[config.mk]
export PLATFORM = sky130hd
export DESIGN_NAME = hazard_stall_unit_flat
export DESIGN_NICKNAME = d
export VERILOG_FILES = /design/src/rtl/hazard_pkg.sv /design/src/rtl/hazard_stall_unit_if.sv /design/src/rtl/hazard_stall_unit_load_use_detect.sv /design/src/rtl/hazard_stall_unit.sv /design/src/flat_wrapper.sv
export SDC_FILE = /design/constraint.sdc
export NUM_CORES = 1
export LEC_CHECK = 0
export BUFFER_PORTS_ARGS = -buffer_cell sky130_fd_sc_hd__clkbuf_2
export CORE_UTILIZATION = 45
export DETAILED_ROUTE_END_ITERATION = 12
export PLACE_DENSITY = 0.75
export SLEW_MARGIN = 10
export SYNTH_ARGS = -nofsm -noshare
export SYNTH_HDL_FRONTEND = slang
export SYNTH_SLANG_ARGS = --single-unit
[constraint.sdc]
create_clock -name clk -period 1.9 [get_ports clk]
set_clock_uncertainty 0.05 [all_clocks]
set_input_delay 0.19 -clock clk [delete_from_list [all_inputs] [get_ports clk]]
set_output_delay 0.19 -clock clk [all_outputs]
set_load 0.01 [all_outputs]
[src/rtl/hazard_pkg.sv]
// rtl/hazard_pkg.sv - shared types and constants for the pipeline hazard/stall controller
package hazard_pkg;

    localparam int REG_IDX_W = 5;
    localparam logic [REG_IDX_W-1:0] REG_X0 = 5'd0;

    typedef enum logic [1:0] {
        RUN      = 2'b00,
        MEM_WAIT = 2'b01,
        HALT     = 2'b10
    } hz_state_e;

endpackage

[src/rtl/hazard_stall_unit_if.sv]
// rtl/hazard_stall_unit_if.sv - pipeline-side hazard inputs and pipeline control enables
interface hazard_stall_unit_if;
    import hazard_pkg::*;

    logic [REG_IDX_W-1:0] id_rs1;
    logic [REG_IDX_W-1:0] id_rs2;
    logic                 id_uses_rs1;
    logic                 id_uses_rs2;
    logic [REG_IDX_W-1:0] idex_rd;
    logic                 idex_is_load;
    logic                 ex_branch_taken;
    logic                 mem_req;
    logic                 mem_ready;

    logic                 pc_write;
    logic                 ifid_write;
    logic                 ifid_flush;
    logic                 idex_bubble;
    logic                 pipe_freeze;

    // The pipeline datapath reports hazard sources and obeys the enables.
    modport master (
        output id_rs1, id_rs2, id_uses_rs1, id_uses_rs2, idex_rd, idex_is_load,
               ex_branch_taken, mem_req, mem_ready,
        input  pc_write, ifid_write, ifid_flush, idex_bubble, pipe_freeze
    );

    modport slave (
        input  id_rs1, id_rs2, id_uses_rs1, id_uses_rs2, idex_rd, idex_is_load,
               ex_branch_taken, mem_req, mem_ready,
        output pc_write, ifid_write, ifid_flush, idex_bubble, pipe_freeze
    );

endinterface

[src/rtl/hazard_stall_unit_load_use_detect.sv]
// rtl/hazard_stall_unit_load_use_detect.sv - combinational load-use dependency comparator
module load_use_detect
    import hazard_pkg::*;
(
    input  logic [REG_IDX_W-1:0] id_rs1,
    input  logic [REG_IDX_W-1:0] id_rs2,
    input  logic                 id_uses_rs1,
    input  logic                 id_uses_rs2,
    input  logic [REG_IDX_W-1:0] idex_rd,
    input  logic                 idex_is_load,
    output logic                 load_use
);

    logic rs1_hit;
    logic rs2_hit;

    assign rs1_hit  = id_uses_rs1 && (id_rs1 == idex_rd);
    assign rs2_hit  = id_uses_rs2 && (id_rs2 == idex_rd);
    // x0 is hardwired to zero, so a load targeting it never produces a dependency.
    assign load_use = idex_is_load && (idex_rd != REG_X0) && (rs1_hit || rs2_hit);

endmodule

[src/rtl/hazard_stall_unit.sv]
// rtl/hazard_stall_unit.sv - interlock controller: load-use bubbles, memory-wait freeze,
// branch flush, memory-timeout halt, and a saturating stall-cycle counter
module hazard_stall_unit #(
    parameter int MAX_WAIT = 255,
    parameter int CNT_W    = 16
) (
    input  logic             clk,
    input  logic             reset,
    hazard_stall_unit_if.slave pipe,
    output logic             mem_timeout,
    output logic [1:0]       hz_state,
    output logic [CNT_W-1:0] stall_cycles
);
    import hazard_pkg::*;

    localparam int WAIT_W = (MAX_WAIT < 1) ? 1 : $clog2(MAX_WAIT + 1);
    localparam logic [WAIT_W-1:0] WAIT_MAX = WAIT_W'(MAX_WAIT);
    localparam logic [WAIT_W-1:0] WAIT_ONE = WAIT_W'(1);

    hz_state_e         state_q, state_d;
    logic [WAIT_W-1:0] wait_cnt_q, wait_cnt_d;
    logic [CNT_W-1:0]  stall_q, stall_d;
    logic              timeout_q, timeout_d;

    logic load_use;
    logic pc_write, ifid_write, ifid_flush, idex_bubble, pipe_freeze;

    load_use_detect u_load_use_detect (
        .id_rs1       (pipe.id_rs1),
        .id_rs2       (pipe.id_rs2),
        .id_uses_rs1  (pipe.id_uses_rs1),
        .id_uses_rs2  (pipe.id_uses_rs2),
        .idex_rd      (pipe.idex_rd),
        .idex_is_load (pipe.idex_is_load),
        .load_use     (load_use)
    );

    always_comb begin
        state_d     = state_q;
        wait_cnt_d  = wait_cnt_q;
        timeout_d   = timeout_q;
        pc_write    = 1'b1;
        ifid_write  = 1'b1;
        ifid_flush  = 1'b0;
        idex_bubble = 1'b0;
        pipe_freeze = 1'b0;

        if (reset) begin
            pc_write    = 1'b0;
            ifid_write  = 1'b0;
            ifid_flush  = 1'b1;
            idex_bubble = 1'b1;
        end else begin
            case (state_q)
                RUN: begin
                    if (pipe.mem_req && !pipe.mem_ready) begin
                        pc_write    = 1'b0;
                        ifid_write  = 1'b0;
                        pipe_freeze = 1'b1;
                        state_d     = MEM_WAIT;
                        wait_cnt_d  = WAIT_ONE;
                    end else if (pipe.ex_branch_taken) begin
                        // The ID instruction is wrong-path, so any load-use on it is moot.
                        ifid_flush  = 1'b1;
                        idex_bubble = 1'b1;
                    end else if (load_use) begin
                        pc_write    = 1'b0;
                        ifid_write  = 1'b0;
                        idex_bubble = 1'b1;
                    end
                end
                MEM_WAIT: begin
                    if (!pipe.mem_ready) begin
                        pc_write    = 1'b0;
                        ifid_write  = 1'b0;
                        pipe_freeze = 1'b1;
                        if (wait_cnt_q == WAIT_MAX) begin
                            state_d   = HALT;
                            timeout_d = 1'b1;
                        end else begin
                            wait_cnt_d = wait_cnt_q + WAIT_ONE;
                        end
                    end else begin
                        // Release cycle: the ID-stage hazards still apply to this cycle.
                        state_d    = RUN;
                        wait_cnt_d = '0;
                        if (pipe.ex_branch_taken) begin
                            ifid_flush  = 1'b1;
                            idex_bubble = 1'b1;
                        end else if (load_use) begin
                            pc_write    = 1'b0;
                            ifid_write  = 1'b0;
                            idex_bubble = 1'b1;
                        end
                    end
                end
                HALT: begin
                    pc_write    = 1'b0;
                    ifid_write  = 1'b0;
                    pipe_freeze = 1'b1;
                end
                default: begin
                    pc_write    = 1'b0;
                    ifid_write  = 1'b0;
                    pipe_freeze = 1'b1;
                    state_d     = RUN;
                    wait_cnt_d  = '0;
                end
            endcase
        end

        stall_d = stall_q;
        if (!pc_write && (stall_q != {CNT_W{1'b1}})) begin
            stall_d = stall_q + 1'b1;
        end
    end

    always_ff @(posedge clk) begin
        if (reset) begin
            state_q    <= RUN;
            wait_cnt_q <= '0;
            stall_q    <= '0;
            timeout_q  <= 1'b0;
        end else begin
            state_q    <= state_d;
            wait_cnt_q <= wait_cnt_d;
            stall_q    <= stall_d;
            timeout_q  <= timeout_d;
        end
    end

    assign pipe.pc_write    = pc_write;
    assign pipe.ifid_write  = ifid_write;
    assign pipe.ifid_flush  = ifid_flush;
    assign pipe.idex_bubble = idex_bubble;
    assign pipe.pipe_freeze = pipe_freeze;
    assign mem_timeout      = timeout_q;
    assign hz_state         = state_q;
    assign stall_cycles     = stall_q;

endmodule

[src/flat_wrapper.sv]
// flat-port wrapper written by rule: the top's interface ports become plain ports
module hazard_stall_unit_flat import hazard_pkg::*;
#(
    parameter int MAX_WAIT = 255,
    parameter int CNT_W    = 16
)
  (clk, reset, mem_timeout, hz_state, stall_cycles, pipe_id_rs1, pipe_id_rs2, pipe_id_uses_rs1, pipe_id_uses_rs2, pipe_idex_rd, pipe_idex_is_load, pipe_ex_branch_taken, pipe_mem_req, pipe_mem_ready, pipe_pc_write, pipe_ifid_write, pipe_ifid_flush, pipe_idex_bubble, pipe_pipe_freeze);
  hazard_stall_unit_if pipe_i ();
  input  logic clk;
  input  logic reset;
  output logic mem_timeout;
  output logic [1:0] hz_state;
  output logic [CNT_W-1:0] stall_cycles;
  input wire logic [$bits(pipe_i.id_rs1)-1:0] pipe_id_rs1;
  input wire logic [$bits(pipe_i.id_rs2)-1:0] pipe_id_rs2;
  input wire logic [$bits(pipe_i.id_uses_rs1)-1:0] pipe_id_uses_rs1;
  input wire logic [$bits(pipe_i.id_uses_rs2)-1:0] pipe_id_uses_rs2;
  input wire logic [$bits(pipe_i.idex_rd)-1:0] pipe_idex_rd;
  input wire logic [$bits(pipe_i.idex_is_load)-1:0] pipe_idex_is_load;
  input wire logic [$bits(pipe_i.ex_branch_taken)-1:0] pipe_ex_branch_taken;
  input wire logic [$bits(pipe_i.mem_req)-1:0] pipe_mem_req;
  input wire logic [$bits(pipe_i.mem_ready)-1:0] pipe_mem_ready;
  output wire logic [$bits(pipe_i.pc_write)-1:0] pipe_pc_write;
  output wire logic [$bits(pipe_i.ifid_write)-1:0] pipe_ifid_write;
  output wire logic [$bits(pipe_i.ifid_flush)-1:0] pipe_ifid_flush;
  output wire logic [$bits(pipe_i.idex_bubble)-1:0] pipe_idex_bubble;
  output wire logic [$bits(pipe_i.pipe_freeze)-1:0] pipe_pipe_freeze;
  assign pipe_i.id_rs1 = pipe_id_rs1;
  assign pipe_i.id_rs2 = pipe_id_rs2;
  assign pipe_i.id_uses_rs1 = pipe_id_uses_rs1;
  assign pipe_i.id_uses_rs2 = pipe_id_uses_rs2;
  assign pipe_i.idex_rd = pipe_idex_rd;
  assign pipe_i.idex_is_load = pipe_idex_is_load;
  assign pipe_i.ex_branch_taken = pipe_ex_branch_taken;
  assign pipe_i.mem_req = pipe_mem_req;
  assign pipe_i.mem_ready = pipe_mem_ready;
  assign pipe_pc_write = pipe_i.pc_write;
  assign pipe_ifid_write = pipe_i.ifid_write;
  assign pipe_ifid_flush = pipe_i.ifid_flush;
  assign pipe_idex_bubble = pipe_i.idex_bubble;
  assign pipe_pipe_freeze = pipe_i.pipe_freeze;
  hazard_stall_unit #(.MAX_WAIT(MAX_WAIT), .CNT_W(CNT_W)) u_core (.clk(clk), .reset(reset), .pipe(pipe_i), .mem_timeout(mem_timeout), .hz_state(hz_state), .stall_cycles(stall_cycles));
endmodule
==> results of run 1 <==
layout by cell type (no fill, tap or decap), types with 6 or more instances in the layout:
cell	netlist	final
nand3_1	8	8
xnor2_1	13	13
o21ai_0	12	12
or4_1	6	6
dfxtp_1	27	22
a21oi_1	18	17
nand4_1	10	10
nand2_1	12	12
nor2_1	19	18
clkbuf_2	0	46
or3_1	9	8
buf_4	1	15
worst min-delay path, cell delays in order:
cell	delay [ps]
clkbuf_2	100
o21ai_0	150
a211oi_1	50
logic make-up (layout without fill, tap and decap cells):
group / Yosys count / after routing / share of synthesized area
DFF: 27 / 27 / 0.367
and+or+nand+nor: 76 / 76 / 0.271
muxes: 2 / 2 / 0.0145
AOI/OAI and AO/OA: 45 / 45 / 0.178
buffers and inverters: 13 / 69 / 0.0510
xor gates and xnor gates: 17 / 17 / 0.101
adders and majority gates: 2 / 2 / 0.0170
power breakdown:
group / switching, mW / internal (mW) / leakage, nW
logic: 0.0904 / 0.0831 / 0.471
clock network: 0.171 / 0.0805 / 0.0139
registers: 0.0100 / 0.578 / 0.220
total: 0.272 / 0.741 / 0.705
per-stage QoR:
| stage | instance area [um^2] | total power, mW |
|---|---|---|
| 3_3_place_gp | 1830 | 0.763 |
| 6_report | 1890 | 1.01 |
| 5_1_grt | 1890 | 1.07 |
| 2_1_floorplan | 1470 | 0.699 |
| 3_5_place_dp | 1830 | 0.767 |
| 4_1_cts | 1860 | 1.02 |
repair_timing:
action | in CTS | in global routing
resized for setup | 0 | 12
setup endpoints to repair | 0 | 18
endpoints found under the hold margin | 0 | 0
routing by layer:
layer / vias to the layer above / global-route usage
li1: 775 / -
met1: 689 / 0.242
met2: 21 / 0.326
met5: - / 0
met4: 0 / 0.0408
met3: 4 / 0.0393
final cells by class:
type                            count  area share
Multi-Input combinational cell    142       0.469
Sequential cell                    27       0.289
Timing Repair Buffer               62       0.192
Tap cell                           44      0.0291
Clock buffer                        3      0.0119
Inverter                            3     0.00594
Clock inverter                      1     0.00396
registers in the layout (all words and copies together), names as in the netlist:
register and cells:
u_core.hz_state 2, u_core.wait_cnt_q 8, u_core.mem_timeout 1, u_core.stall_cycles 16
worst max path at each step:
stage                            from                       to  slack, ps  cells past startpoint
3_5_place_dp   u_core.stall_cycles[0]  u_core.stall_cycles[14]         30                      8
2_1_floorplan  u_core.stall_cycles[4]   u_core.stall_cycles[1]          2                      8
6_report       u_core.stall_cycles[1]  u_core.stall_cycles[12]         70                      8
3_3_place_gp          pipe_idex_rd[1]   u_core.stall_cycles[1]         60                      8
4_1_cts        u_core.stall_cycles[0]  u_core.stall_cycles[14]         10                      8
5_1_grt        u_core.stall_cycles[1]  u_core.stall_cycles[12]        -20                      8
==> run metrics, run 1 <==
core area=0.00308 mm^2; Largest delay share family, worst path=simple AND/OR/NAND/NOR gates; Synth warnings=0; Tightest Pin Transition=430 ps; DR WL met3=76 um; Worst VDD drop=0.486 mV; Port Buffers=46; die span in y=between 50 and 60 um; Final Setup Violations=0; Area contributors post-synth=dfxtp_1 (37%), xnor2_1 (7.7%), a21oi_1 (6.1%), nor2_1 (4.8%), nand4_1 (4.3%); Final WS setup=67.9 ps; clk root buf=clkbuf_4; clk buf depth=2; PwrDens=535 mW/mm^2; initial drt markers=just over 50; share of layout cells above drive strength 1=0.340; CTS Sinks=27; Final Core Density=0.615; Syn Inst Count=182; fmax=between 0.5 and 0.6 GHz; Via density=5.28; Die Area=0.00350 mm^2; GR Overflow Total=0; post-synth net total=approximately 210; worst r2r src=u_core.stall_cycles[1]; Yosys top cell by area=dfxtp_1; status=completed; met2 wire len=1620 um; Mapped Avg Cell Area=8.08 um^2; Buffers & Inverters on Critical Path=1; top cells by instance count after synthesis=dfxtp_1 (27), nor2_1 (19), a21oi_1 (18); Worst R2R Path Depth=8; Highest Signal Layer=met4; Synth cell types=37; placed cell count=around 280; WL/cell=11.4 um; CP Cell Sequence=ha_4 -> nand4_1 -> nor4_2 -> nor3_1 -> a21oi_2 -> buf_12 -> or4_1 -> a21oi_1; pre-CTS setup slack=29.5 ps; number of global-route vias before repair=~1.2k; Post-synth EDFFs=0; Synth Register Bits=27; startpoint types=flip-flop; final non-filler cell total=between 200 and 300; gpl congestion=0.840; sequential cell area=roughly 550 um^2; most frequent cell after synthesis=dfxtp_1; ANT nets after route=0; # fillers=288; hold path startpoint=pipe_mem_req; Slew Limit Headroom=0.711; mapped cell area=0.00147 mm^2; WL met1=1470 um; ys async rst share=0; HPWL Detailed=2460 um; Crit path required time=2130 ps; Hold EP=u_core.hz_state[0]; WHS=~140 ps; cell depth of the worst hold path=3; htree depth=1; slowest cell delay on critical path=460 ps; clock latency on the worst-skew pair=roughly 330 ps; post-layout min period=1830 ps; Synth top area share=0.367; num ports=47; row count=20; Multi-input gate area=888 um^2; first-pass GRT wire length=about 5200 um; Final Max Slew Viols=0; worst-path fanout max=30; clock transition at the registers of the reported paths=around 150 ps; Residual DRC=0; Crit Path Class=flip-flop to flip-flop; CP endpoint kind=flip-flop; Initial Utilization=0.478; RSZ-0062 raised after global routing=yes; WL final=3210 um; antenna cell count=0; Fin. Hold Viols=0; postcts setup bufs=0; DRT Pass-1 Iters=4; leak pwr=0.705 nW; initial antenna violation count=0; Max-cap violations=0; via count=1,489; Final Net Count=264; reg2reg setup slack=between 60 and 70 ps; register area share after synthesis=0.367; reg2reg end=u_core.stall_cycles[12]; critical path data arrival time=2060 ps; Final period util=0.964; ys flop type=dfxtp_1; largest net degree at the start of global routing=31; area grow syn2layout=28.7%; Die Width=59.2 um; Tot GR Track Use=0.189; CTS tree=yes; hold buffers post-CTS=0; Hold Crit Class=input pin to flip-flop; Num CTS Buffers=3; slowest cell on the critical path=or4_1; final setup TNS=0 ps
Power figures use the tool's default switching activity.
==> run 2, diff against run 1 <==
--- a/config.mk
+++ b/config.mk
@@ -8,8 +8,8 @@
 export BUFFER_PORTS_ARGS = -buffer_cell sky130_fd_sc_hd__clkbuf_2
 export CORE_UTILIZATION = 45
 export DETAILED_ROUTE_END_ITERATION = 12
-export PLACE_DENSITY = 0.75
-export SLEW_MARGIN = 10
+export PLACE_DENSITY = 0.84
+export SETUP_SLACK_MARGIN = 0.15
 export SYNTH_ARGS = -nofsm -noshare
 export SYNTH_HDL_FRONTEND = slang
 export SYNTH_SLANG_ARGS = --single-unit
==> run 2 against run 1 <==
  * Non-clock buffer count up 1
  * Largest power group unchanged
  * Clock-buffer cell count unchanged
  * Sequential share of layout area down 0.68 points
  * Clock power down 3%
  * Die area unchanged
  * Worst hold slack better by 1.1 ps
  * Critical path depth unchanged
  * Highest routed layer unchanged
  * Total power about the same
  * Via count up 3.3%
  * Fmax up 0.14%
  * Combinational power up 5%
  * Sequential cell count unchanged
==> run metrics, run 2 (synthesis gave the netlist of run 1 again) <==
Hold Crit Class=input pin to flip-flop; via count=1,538 (+3.3%); num ports=47 (unchanged); Max-cap violations=0 (unchanged); CP endpoint kind=flip-flop; WL final=3560 um (+11%); reg2reg end=u_core.stall_cycles[12]; WL met1=1630 um (+11%); Final Max Slew Viols=0 (unchanged); CTS tree=yes; worst r2r src=u_core.stall_cycles[1]; Largest register FFs=16 (unchanged); Final Core Density=0.648 (+0.0321); Worst VDD drop=0.510 mV (+5.1%); DRT Pass-1 Iters=4 (unchanged); RSZ-0062 raised after global routing=yes; Setup crit start=u_core.stall_cycles[1]; reg2reg setup slack=70 ps (about the same); largest net degree at the start of global routing=31 (unchanged); WL/cell=12.6 um (+11%); initial drt markers=83 (+63%); clock transition at the registers of the reported paths=140 ps (about the same); die span in y=59.2 um (unchanged); Final Setup Violations=0 (unchanged); Port Buffers=46 (unchanged); Worst R2R Path Depth=8 (unchanged); post-layout min period=1830 ps (-2.49 ps); row count=20 (unchanged); gpl congestion=0.876 (+4.2%); antenna cell count=0 (unchanged); # fillers=275 (-4.5%); leak pwr=0.740 nW (+4.9%); most frequent cells in the layout=clkbuf_2 (45), a21oi_1 (17), buf_4 (16), dfxtp_1 (16), nor2_1 (14); Via density=5.43 (+2.9%); HPWL Detailed=2550 um (+3.9%); htree depth=1 (unchanged); Num CTS Buffers=3 (unchanged); DR WL met3=137 um (+80%); worst-path fanout max=30 (unchanged); ANT nets after route=0 (unchanged); placed cell count=278 (unchanged); initial antenna violation count=0 (unchanged); final setup TNS=0 ps (unchanged); Highest Signal Layer=met4; Final Net Count=265 (+0.38%); area grow syn2layout=35.5%; commonest non-fill, non-tap cell in the layout=clkbuf_2; CTS Sinks=27 (unchanged); status=completed; Crit path required time=2120 ps (about the same); Initial Utilization=0.478 (unchanged); Tot GR Track Use=0.198 (+0.00827); slowest cell delay on critical path=470 ps (about the same); Residual DRC=0 (unchanged); share of layout cells above drive strength 1=0.410 (+0.0697); first-pass GRT wire length=5390 um (+4.4%); CP Capture Point=u_core.stall_cycles[12]; final non-filler cell total=283 (+0.35%); clock latency on the worst-skew pair=320 ps (about the same); slowest cell on the critical path=or4_1; number of global-route vias before repair=1,278 (+4.1%); Final period util=0.963 (-0.00131); Slew Limit Headroom=0.664 (-0.0472); GR Overflow Total=0 (unchanged); core area=0.00308 mm^2 (unchanged); clk buf depth=2 (unchanged); startpoint types=flip-flop; fmax=0.547 GHz (+0.14%); critical path data arrival time=2050 ps (about the same); CP Cell Sequence=ha_4 -> nand4_1 -> nor4_4 -> nor3_2 -> a21oi_2 -> buf_12 -> or4_1 -> a21oi_1; Crit Path Class=flip-flop to flip-flop; met2 wire len=1760 um (+8.5%); clk root buf=clkbuf_4; Tightest Pin Transition=504 ps (+73.7 ps); Die Width=59.2 um (unchanged); Fin. Hold Viols=0 (unchanged); Die Area=0.00350 mm^2 (unchanged); PwrDens=508 mW/mm^2 (-4.9%)
-- run 2: worst min-delay path by stage --
stage	from	endpoint	slack, ps	cells after the start
finish	pipe_mem_ready	u_core.hz_state[0]	140	4
global route	pipe_mem_ready	u_core.hz_state[1]	160	4
CTS	pipe_mem_req	u_core.hz_state[0]	130	3
detailed placement	u_core.mem_timeout	u_core.mem_timeout	420	2
global placement	u_core.mem_timeout	u_core.mem_timeout	400	2
floorplan	pipe_mem_ready	u_core.hz_state[0]	360	3
-- run 2: final cells by class --
type                       instances  area, um^2  area share
multi-input combinational        142         967       0.485
sequential                        27         562       0.282
timing repair buffer              63         370       0.186
tap                               44        55.1      0.0276
clock buffer                       3        22.5      0.0113
inverter                           3        11.3     0.00565
clock inverter                     1        5.00     0.00251
-- run 2: critical path, delay by kind of cell, from the launching register on --
family          cells  cell delay (ps)
buf+inv             1              170
flops               1              380
simple gates        4              780
fa+ha+maj           1              160
compound gates      2              240
-- run 2: timing repair --
action                                  4_1_cts  5_1_grt
hold endpoints to repair                      0        0
endpoints found under the setup margin       16       25
setup buffers                                 0        1
hold buffers                                  0        0
gates resized for setup                       0       27
pin swaps                                     1       15
-- run 2: metrics by stage --
step / cell area, um^2 / total power [mW] / setup slack [ps] / hold WS [ps]
after floorplan: 1510 / 0.706 / 88.8 / 356
after global placement: 1860 / 0.770 / 77.9 / 405
after detailed placement: 1860 / 0.773 / -7.68 / 424
after CTS: 1890 / 1.02 / 48.6 / 133
after global routing: 1990 / 1.07 / -41.9 / 163
final: 1990 / 1.01 / 70.4 / 144
-- run 2: power breakdown --
part | leakage, nW | internal (mW) | total (mW) | switching [mW]
logic | 0.498 | 0.0841 | 0.182 | 0.0982
registers | 0.224 | 0.577 | 0.587 | 0.00983
clock network | 0.0177 | 0.0790 | 0.245 | 0.166
total | 0.740 | 0.740 | 1.01 | 0.274
-- run 2: per-layer routing --
layer / vias up / track usage
met5: - / 0
met4: 0 / 0.0544
met3: 4 / 0.0459
li1: 775 / -
met1: 723 / 0.261
met2: 36 / 0.321
